===== config.mk =====
export PLATFORM = sky130hd
export DESIGN_NAME = ddr2_cmd_arbiter
export DESIGN_NICKNAME = d
export VERILOG_FILES = /design/src/rtl/ddr2_cmd_arbiter_pkg.sv /design/src/rtl/ddr2_cmd_arbiter_rr_picker.sv /design/src/rtl/ddr2_cmd_arbiter.sv
export SDC_FILE = /design/constraint.sdc
export NUM_CORES = 1
export LEC_CHECK = 0
export ABC_AREA = 1
export CORE_ASPECT_RATIO = 1.2
export CORE_MARGIN = 2
export CORE_UTILIZATION = 30
export DETAILED_ROUTE_END_ITERATION = 8
export DONT_BUFFER_PORTS = 1
export GPL_TIMING_DRIVEN = 1
export SLEW_MARGIN = 10
export SYNTH_ARGS = -nofsm -noshare
export SYNTH_HDL_FRONTEND = slang
export SYNTH_SLANG_ARGS = --single-unit
export TNS_END_PERCENT = 5

===== constraint.sdc =====
create_clock -name clk -period 6.73 [get_ports clk]
set_clock_uncertainty 0.15 [all_clocks]
set_input_delay 2.019 -clock clk [delete_from_list [all_inputs] [get_ports clk]]
set_output_delay 2.019 -clock clk [all_outputs]
set_load 0.02 [all_outputs]

===== src/rtl/ddr2_cmd_arbiter_pkg.sv =====
// Shared types and command-field helpers for the DDR2 command arbiter.
package ddr2_cmd_arbiter_pkg;

    typedef logic [1:0]  ulogic2;
    typedef logic [2:0]  ulogic3;
    typedef logic [15:0] ulogic16;
    typedef logic [24:0] ulogic25;

    typedef enum logic [2:0] {
        CMD_NOP    = 3'd0,
        CMD_SCR_RD = 3'd1,
        CMD_SCR_WR = 3'd2,
        CMD_BLK_RD = 3'd3,
        CMD_BLK_WR = 3'd4,
        CMD_ATM_RD = 3'd5,
        CMD_ATM_WR = 3'd6,
        CMD_NOP7   = 3'd7
    } cmd_e;

    typedef enum logic [1:0] {IDLE, ISSUE, BLKWR} arb_state_t;

    function automatic logic cmd_is_nop(input ulogic3 c);
        return (c == CMD_NOP) || (c == CMD_NOP7);
    endfunction

    // Block transfers have an implied size, so only scalar and atomic commands carry sz.
    function automatic logic cmd_uses_sz(input ulogic3 c);
        return (c == CMD_SCR_RD) || (c == CMD_SCR_WR) || (c == CMD_ATM_RD) || (c == CMD_ATM_WR);
    endfunction

    function automatic logic cmd_uses_op(input ulogic3 c);
        return (c == CMD_ATM_RD) || (c == CMD_ATM_WR);
    endfunction

    function automatic logic cmd_has_wdata(input ulogic3 c);
        return (c == CMD_SCR_WR) || (c == CMD_BLK_WR) || (c == CMD_ATM_WR);
    endfunction

endpackage


===== src/rtl/ddr2_cmd_arbiter_rr_picker.sv =====
// Combinational round-robin priority encoder: first eligible index after i_ptr, with wrap.
module rr_picker #(
    parameter int NREQ = 4
) (
    input  logic [NREQ-1:0]         i_elig,
    input  logic [$clog2(NREQ)-1:0] i_ptr,
    output logic [$clog2(NREQ)-1:0] o_win,
    output logic                    o_any
);

    localparam int          GW = $clog2(NREQ);
    localparam int unsigned N  = NREQ;

    logic [31:0] w_idx;

    always_comb begin
        o_win = '0;
        o_any = 1'b0;
        w_idx = '0;
        for (int unsigned k = 1; k <= N; k++) begin
            w_idx = (32'(i_ptr) + k) % N;
            if (!o_any && i_elig[w_idx[GW-1:0]]) begin
                o_any = 1'b1;
                o_win = w_idx[GW-1:0];
            end
        end
    end

endmodule


===== src/rtl/ddr2_cmd_arbiter.sv =====
// Round-robin arbiter sharing the DDR2 controller command bus among NREQ requesters.
// Optional issue watchdog enabled by defining CMD_ARB_TIMEOUT_EN.
module ddr2_cmd_arbiter
    import ddr2_cmd_arbiter_pkg::*;
#(
    parameter int NREQ      = 4,
    parameter int BLK_BEATS = 8,
    parameter int TIMEOUT   = 1024
) (
    input  logic                     clk,
    input  logic                     reset,
    input  logic [NREQ-1:0]          req_valid,
    input  logic [NREQ-1:0][2:0]     req_cmd,
    input  logic [NREQ-1:0][1:0]     req_sz,
    input  logic [NREQ-1:0][2:0]     req_op,
    input  logic [NREQ-1:0][24:0]    req_addr,
    input  logic [NREQ-1:0][15:0]    req_din,
    output logic [NREQ-1:0]          req_gnt,
    output logic [NREQ-1:0]          req_dack,
    input  logic                     fetching,
    output logic [2:0]               cmd,
    output logic [1:0]               sz,
    output logic [2:0]               op,
    output logic [24:0]              addr,
    output logic [15:0]              din,
    output logic                     busy,
    output logic [$clog2(NREQ)-1:0]  grant_id,
    output logic                     timeout_err
);

    localparam int GW = $clog2(NREQ);
    localparam int BW = (BLK_BEATS > 1) ? $clog2(BLK_BEATS) : 1;

    if (NREQ < 2 || NREQ > 8 || BLK_BEATS < 1 || TIMEOUT < 1) begin : g_param_check
        $error("ddr2_cmd_arbiter: parameter out of range");
    end

    arb_state_t      r_state, w_state_nxt;
    logic [GW-1:0]   r_rr_ptr, r_owner, w_win;
    logic [NREQ-1:0] w_elig, r_gnt;
    logic            w_any, w_accept, w_timeout, w_last_beat;
    logic [BW-1:0]   r_beat;
    ulogic3          r_cmd, r_op, w_wcmd;
    ulogic2          r_sz;
    ulogic25         r_addr;
    ulogic16         r_din;

    for (genvar g = 0; g < NREQ; g++) begin : g_elig
        assign w_elig[g] = req_valid[g] && !cmd_is_nop(req_cmd[g]);
    end

    rr_picker #(.NREQ(NREQ)) u_rr_picker (
        .i_elig (w_elig),
        .i_ptr  (r_rr_ptr),
        .o_win  (w_win),
        .o_any  (w_any)
    );

    assign w_wcmd      = req_cmd[w_win];
    assign w_accept    = (r_state == ISSUE) && fetching;
    assign w_last_beat = (r_beat == BW'(BLK_BEATS - 1));

`ifdef CMD_ARB_TIMEOUT_EN
    localparam int TW = $clog2(TIMEOUT + 1);
    logic [TW-1:0] r_tcnt;
    logic          r_timeout_err;

    assign w_timeout = (r_state == ISSUE) && !fetching && (r_tcnt == TW'(TIMEOUT - 1));

    always_ff @(posedge clk or negedge reset) begin
        if (!reset) begin
            r_tcnt        <= '0;
            r_timeout_err <= 1'b0;
        end else begin
            if (r_state == ISSUE && !fetching) r_tcnt <= w_timeout ? '0 : r_tcnt + 1'b1;
            else                               r_tcnt <= '0;
            if (w_timeout) r_timeout_err <= 1'b1;
        end
    end

    assign timeout_err = r_timeout_err;
`else
    assign w_timeout   = 1'b0;
    assign timeout_err = 1'b0;
`endif

    always_comb begin
        w_state_nxt = r_state;
        case (r_state)
            IDLE:    if (w_any) w_state_nxt = ISSUE;
            ISSUE: begin
                if (w_accept)       w_state_nxt = (r_cmd == CMD_BLK_WR) ? BLKWR : IDLE;
                else if (w_timeout) w_state_nxt = IDLE;
            end
            BLKWR:   if (w_last_beat) w_state_nxt = IDLE;
            default: w_state_nxt = IDLE;
        endcase
    end

    always_ff @(posedge clk or negedge reset) begin
        if (!reset) r_state <= IDLE;
        else        r_state <= w_state_nxt;
    end

    always_ff @(posedge clk or negedge reset) begin
        if (!reset) begin
            r_rr_ptr <= GW'(NREQ - 1);
            r_owner  <= '0;
            r_gnt    <= '0;
            r_beat   <= '0;
            r_cmd    <= CMD_NOP;
            r_sz     <= '0;
            r_op     <= '0;
            r_addr   <= '0;
            r_din    <= '0;
        end else begin
            r_gnt <= '0;
            case (r_state)
                IDLE: if (w_any) begin
                    r_owner <= w_win;
                    r_cmd   <= w_wcmd;
                    r_sz    <= cmd_uses_sz(w_wcmd)   ? req_sz[w_win]  : '0;
                    r_op    <= cmd_uses_op(w_wcmd)   ? req_op[w_win]  : '0;
                    r_addr  <= req_addr[w_win];
                    r_din   <= cmd_has_wdata(w_wcmd) ? req_din[w_win] : '0;
                end
                // Timeout also moves the pointer past the owner so a stuck request cannot starve others.
                ISSUE: if (w_accept || w_timeout) begin
                    if (w_accept) r_gnt[r_owner] <= 1'b1;
                    r_rr_ptr <= r_owner;
                    r_beat   <= '0;
                    r_cmd    <= CMD_NOP;
                    r_sz     <= '0;
                    r_op     <= '0;
                    r_addr   <= '0;
                    r_din    <= '0;
                end
                BLKWR:   r_beat <= w_last_beat ? '0 : r_beat + 1'b1;
                default: ;
            endcase
        end
    end

    // During block-write beats the data path bypasses the output registers so each beat lands in one cycle.
    assign cmd      = (r_state == BLKWR) ? 3'bxxx : r_cmd;
    assign din      = (r_state == BLKWR) ? req_din[r_owner] : r_din;
    assign req_dack = (r_state == BLKWR) ? (NREQ'(1) << r_owner) : '0;
    assign sz       = r_sz;
    assign op       = r_op;
    assign addr     = r_addr;
    assign req_gnt  = r_gnt;
    assign busy     = (r_state != IDLE);
    assign grant_id = r_owner;

endmodule

==> impl_metrics.toml <==
[detailed_routing]
drt_drc_violations_left = 0
antenna_left = 0
wl_per_cell_um = 17.0
viasPerCell = 5.27
dr_total_vias = 5596
routed_wl_mm = 18.0
drtPass1Iterations = 5
first_iter_violations = 441

[run]
maxCapViolCount = 0

[worst_setup_path]
cpMaxStageDelayCell = "nor2_1"
arrival_ps = 2750
reg2reg_depth = 17
endpoint_kind = "output pin"
path_cells = "inv_1 > nor2_1 > inv_1 > o22ai_1 > o21ai_0 > nand2_1"
max_stage_delay_ps = 960
worstSetupPathType = "reg -> out"
required_ps = 4560
path_common_cell = "inv_1"
worstPathMaxFanout = 14
critPathLaunchType = "flop"

[timing]
rsz0062_at_grt = "no"
slew_viol_final = 0
period_share_pct = 73.0
max_freq_ghz = 0.203
slew_headroom_pct = 15.0
holdWs_ps = 332
finalSetupViolCount = 0
worst_pin_slew_ps = 1270
setup_tns_ps = 0
min_period_ps = 4920
hold_violations = 0

[floorplanning]
fp.dieH_um = 149
die-area_mm2 = 0.0185
ios = 264
die_w_um = 125
rows = 52
initial_utilization_pct = 30.8
coreArea_mm2 = 0.0170

[logic_synthesis]
yosysWarnings = 0
ys_seq_area_share_pct = 29.7
synth_seq_cells = 62
synth_top_cell_by_area = "dfrtp_1"
synth_edf_count = 0
synth_cells = 872
yosysTopAreaCellShare_pct = 28.7
netlist_area_mm2 = 0.00523
synthFlopType = "dfrtp_1"
syn_avg_cell_area_um2 = 6.00
synth_fp_nets = 1080
ys_top_cells_by_area = "dfrtp_1 29%, nand2_1 25%, nand3_1 16%"
ys_types = 35
async_flop_share_pct = 100

[placement]
port_buffers = 0
hpwl_mm = 13.2
gp_congestion = 0.900

[clock_tree]
clkSinkCount = 62
clock_path_buffers = 2
h-tree-depth = 3
cts_buffers = 9
cts_setup_buffers = 0
cts_tree = "built"
ctsRootBufferMaster = "clkbuf_16"
cts_hold_buf = 0
worstSkewPairLatency_ps = 330
ctsResizeCount = 0
cts.clk_slew.worst_paths_ps = 60

[final_layout]
mostFrequentLayoutCells = "349 x nand2_1, 168 x nand3_1, 83 x inv_1"
final_common_cell = "nand2_1"
fin_nets = 1048
drive_gt1_share_pct = 5.33
area_growth_syn_to_layout_pct = 8.90

[global_routing]
gr-usage-met2_pct = 32.2
grt_pass1_vias = 5316
grt-busiest-layer = "met2"
grtUsageMet3_pct = 4.39
grt.overflow.total = 0
track_usage_pct = 18.8
grt_pass1_wl_mm = 28.0
grt_util_met1_pct = 23.1
grt_max_degree = 101
antenna_found_initial = 1

[min_path]
hold_path_class = "reg -> reg"
holdPathStages = 2

[power_and_ir_drop]
power_density_mw_per_mm2 = 739
p_leak_nw = 2.96
peakVddDrop_mv = 0.414

[run_status]
status = "completed"
[metal layers]
| layer | vias to the layer above | wire (um) | part of all wire, % |
|---|---|---|---|
| li1 | 2745 | - | - |
| met1 | 2628 | 7510 | 42 |
| met2 | 197 | 8960 | 50 |
| met3 | 26 | 1160 | 6.4 |
| met4 | 0 | 378 | 2.1 |
| met5 | - | 0 | 0 |
[cells by family after synthesis]
family | count (synthesis) | share of synthesized area, %
compound gates | 71 | 8.61
xor+xnor | 1 | 0.526
fa+ha+maj | 5 | 1.20
buf+inv | 142 | 11.4
flops | 62 | 29.7
other cells | 1 | 0.0717
simple gates | 590 | 48.5
[synth_stat cells, types with 5 or more instances]
| cell type | count |
|---|---|
| a41oi_1 | 9 |
| a21oi_1 | 21 |
| buf_1 | 5 |
| buf_2 | 22 |
| dfrtp_1 | 60 |
| nand3b_1 | 15 |
| nand2_1 | 349 |
| a22oi_1 | 9 |
| clkbuf_1 | 21 |
| nand4_1 | 11 |
| ha_1 | 5 |
| nand3_1 | 168 |
| inv_1 | 83 |
| o22ai_1 | 6 |
| nor2_1 | 39 |
| o21ai_0 | 14 |
[per-stage QoR]
step	area, um2	utilization [%]	worst slack [ps]	power, mW	instances
3_5_place_dp	5350	31.5	1570	3.70	1045
3_3_place_gp	5350	31.5	1670	3.67	1045
5_1_grt	5700	33.5	1580	4.65	1062
6_report	5700	33.5	1810	4.21	1062
4_1_cts	5690	33.5	1820	4.26	1061
2_1_floorplan	5230	-	1950	3.06	872
[report_power, final]
| group | switching (mW) | internal, mW | total (mW) |
|---|---|---|---|
| Clock | 0.179 | 0.363 | 0.543 |
| Combinational | 2.03 | 0.864 | 2.89 |
| Sequential | 0.240 | 0.530 | 0.770 |
[sequential cells by signal, indices dropped and copies added (netlist names)]
name      flops
addr         25
req_gnt       4
r_din        16
sz            2
r_state       2
r_rr_ptr      2
op            3
r_beat        3
grant_id      2
r_cmd         3
[area by class of cell]
type | count | area (um2)
fillers | 1891 | 11300
multi-input cells | 668 | 3110
flip-flops and latches | 62 | 1550
inverters | 88 | 333
well taps | 216 | 270
clock buffers | 9 | 225
clock inverters | 7 | 121
repair buffers | 11 | 82.6
diodes | 1 | 2.50
[final timing paths]
| check | from | endpoint | slack, ps |
|---|---|---|---|
| worst max-delay path | grant_id[1] | din[2] | 1810 |
| worst min-delay path | r_din[0] | r_din[0] | 330 |
| worst max register to register | r_rr_ptr[0] | r_din[12] | 2990 |
| worst min register to register | r_din[0] | r_din[0] | 330 |
| max in group asynchronous | reset | r_rr_ptr[1] | 5000 |
| min in group asynchronous | reset | r_din[10] | 1230 |
[worst max-delay path: cells and delay by family, from the launching register on]
kind,cells,cell delay [ps]
compound gates,2,310
buf+inv,2,360
flops,1,590
simple gates,2,1160
Power figures use the tool's default switching activity.
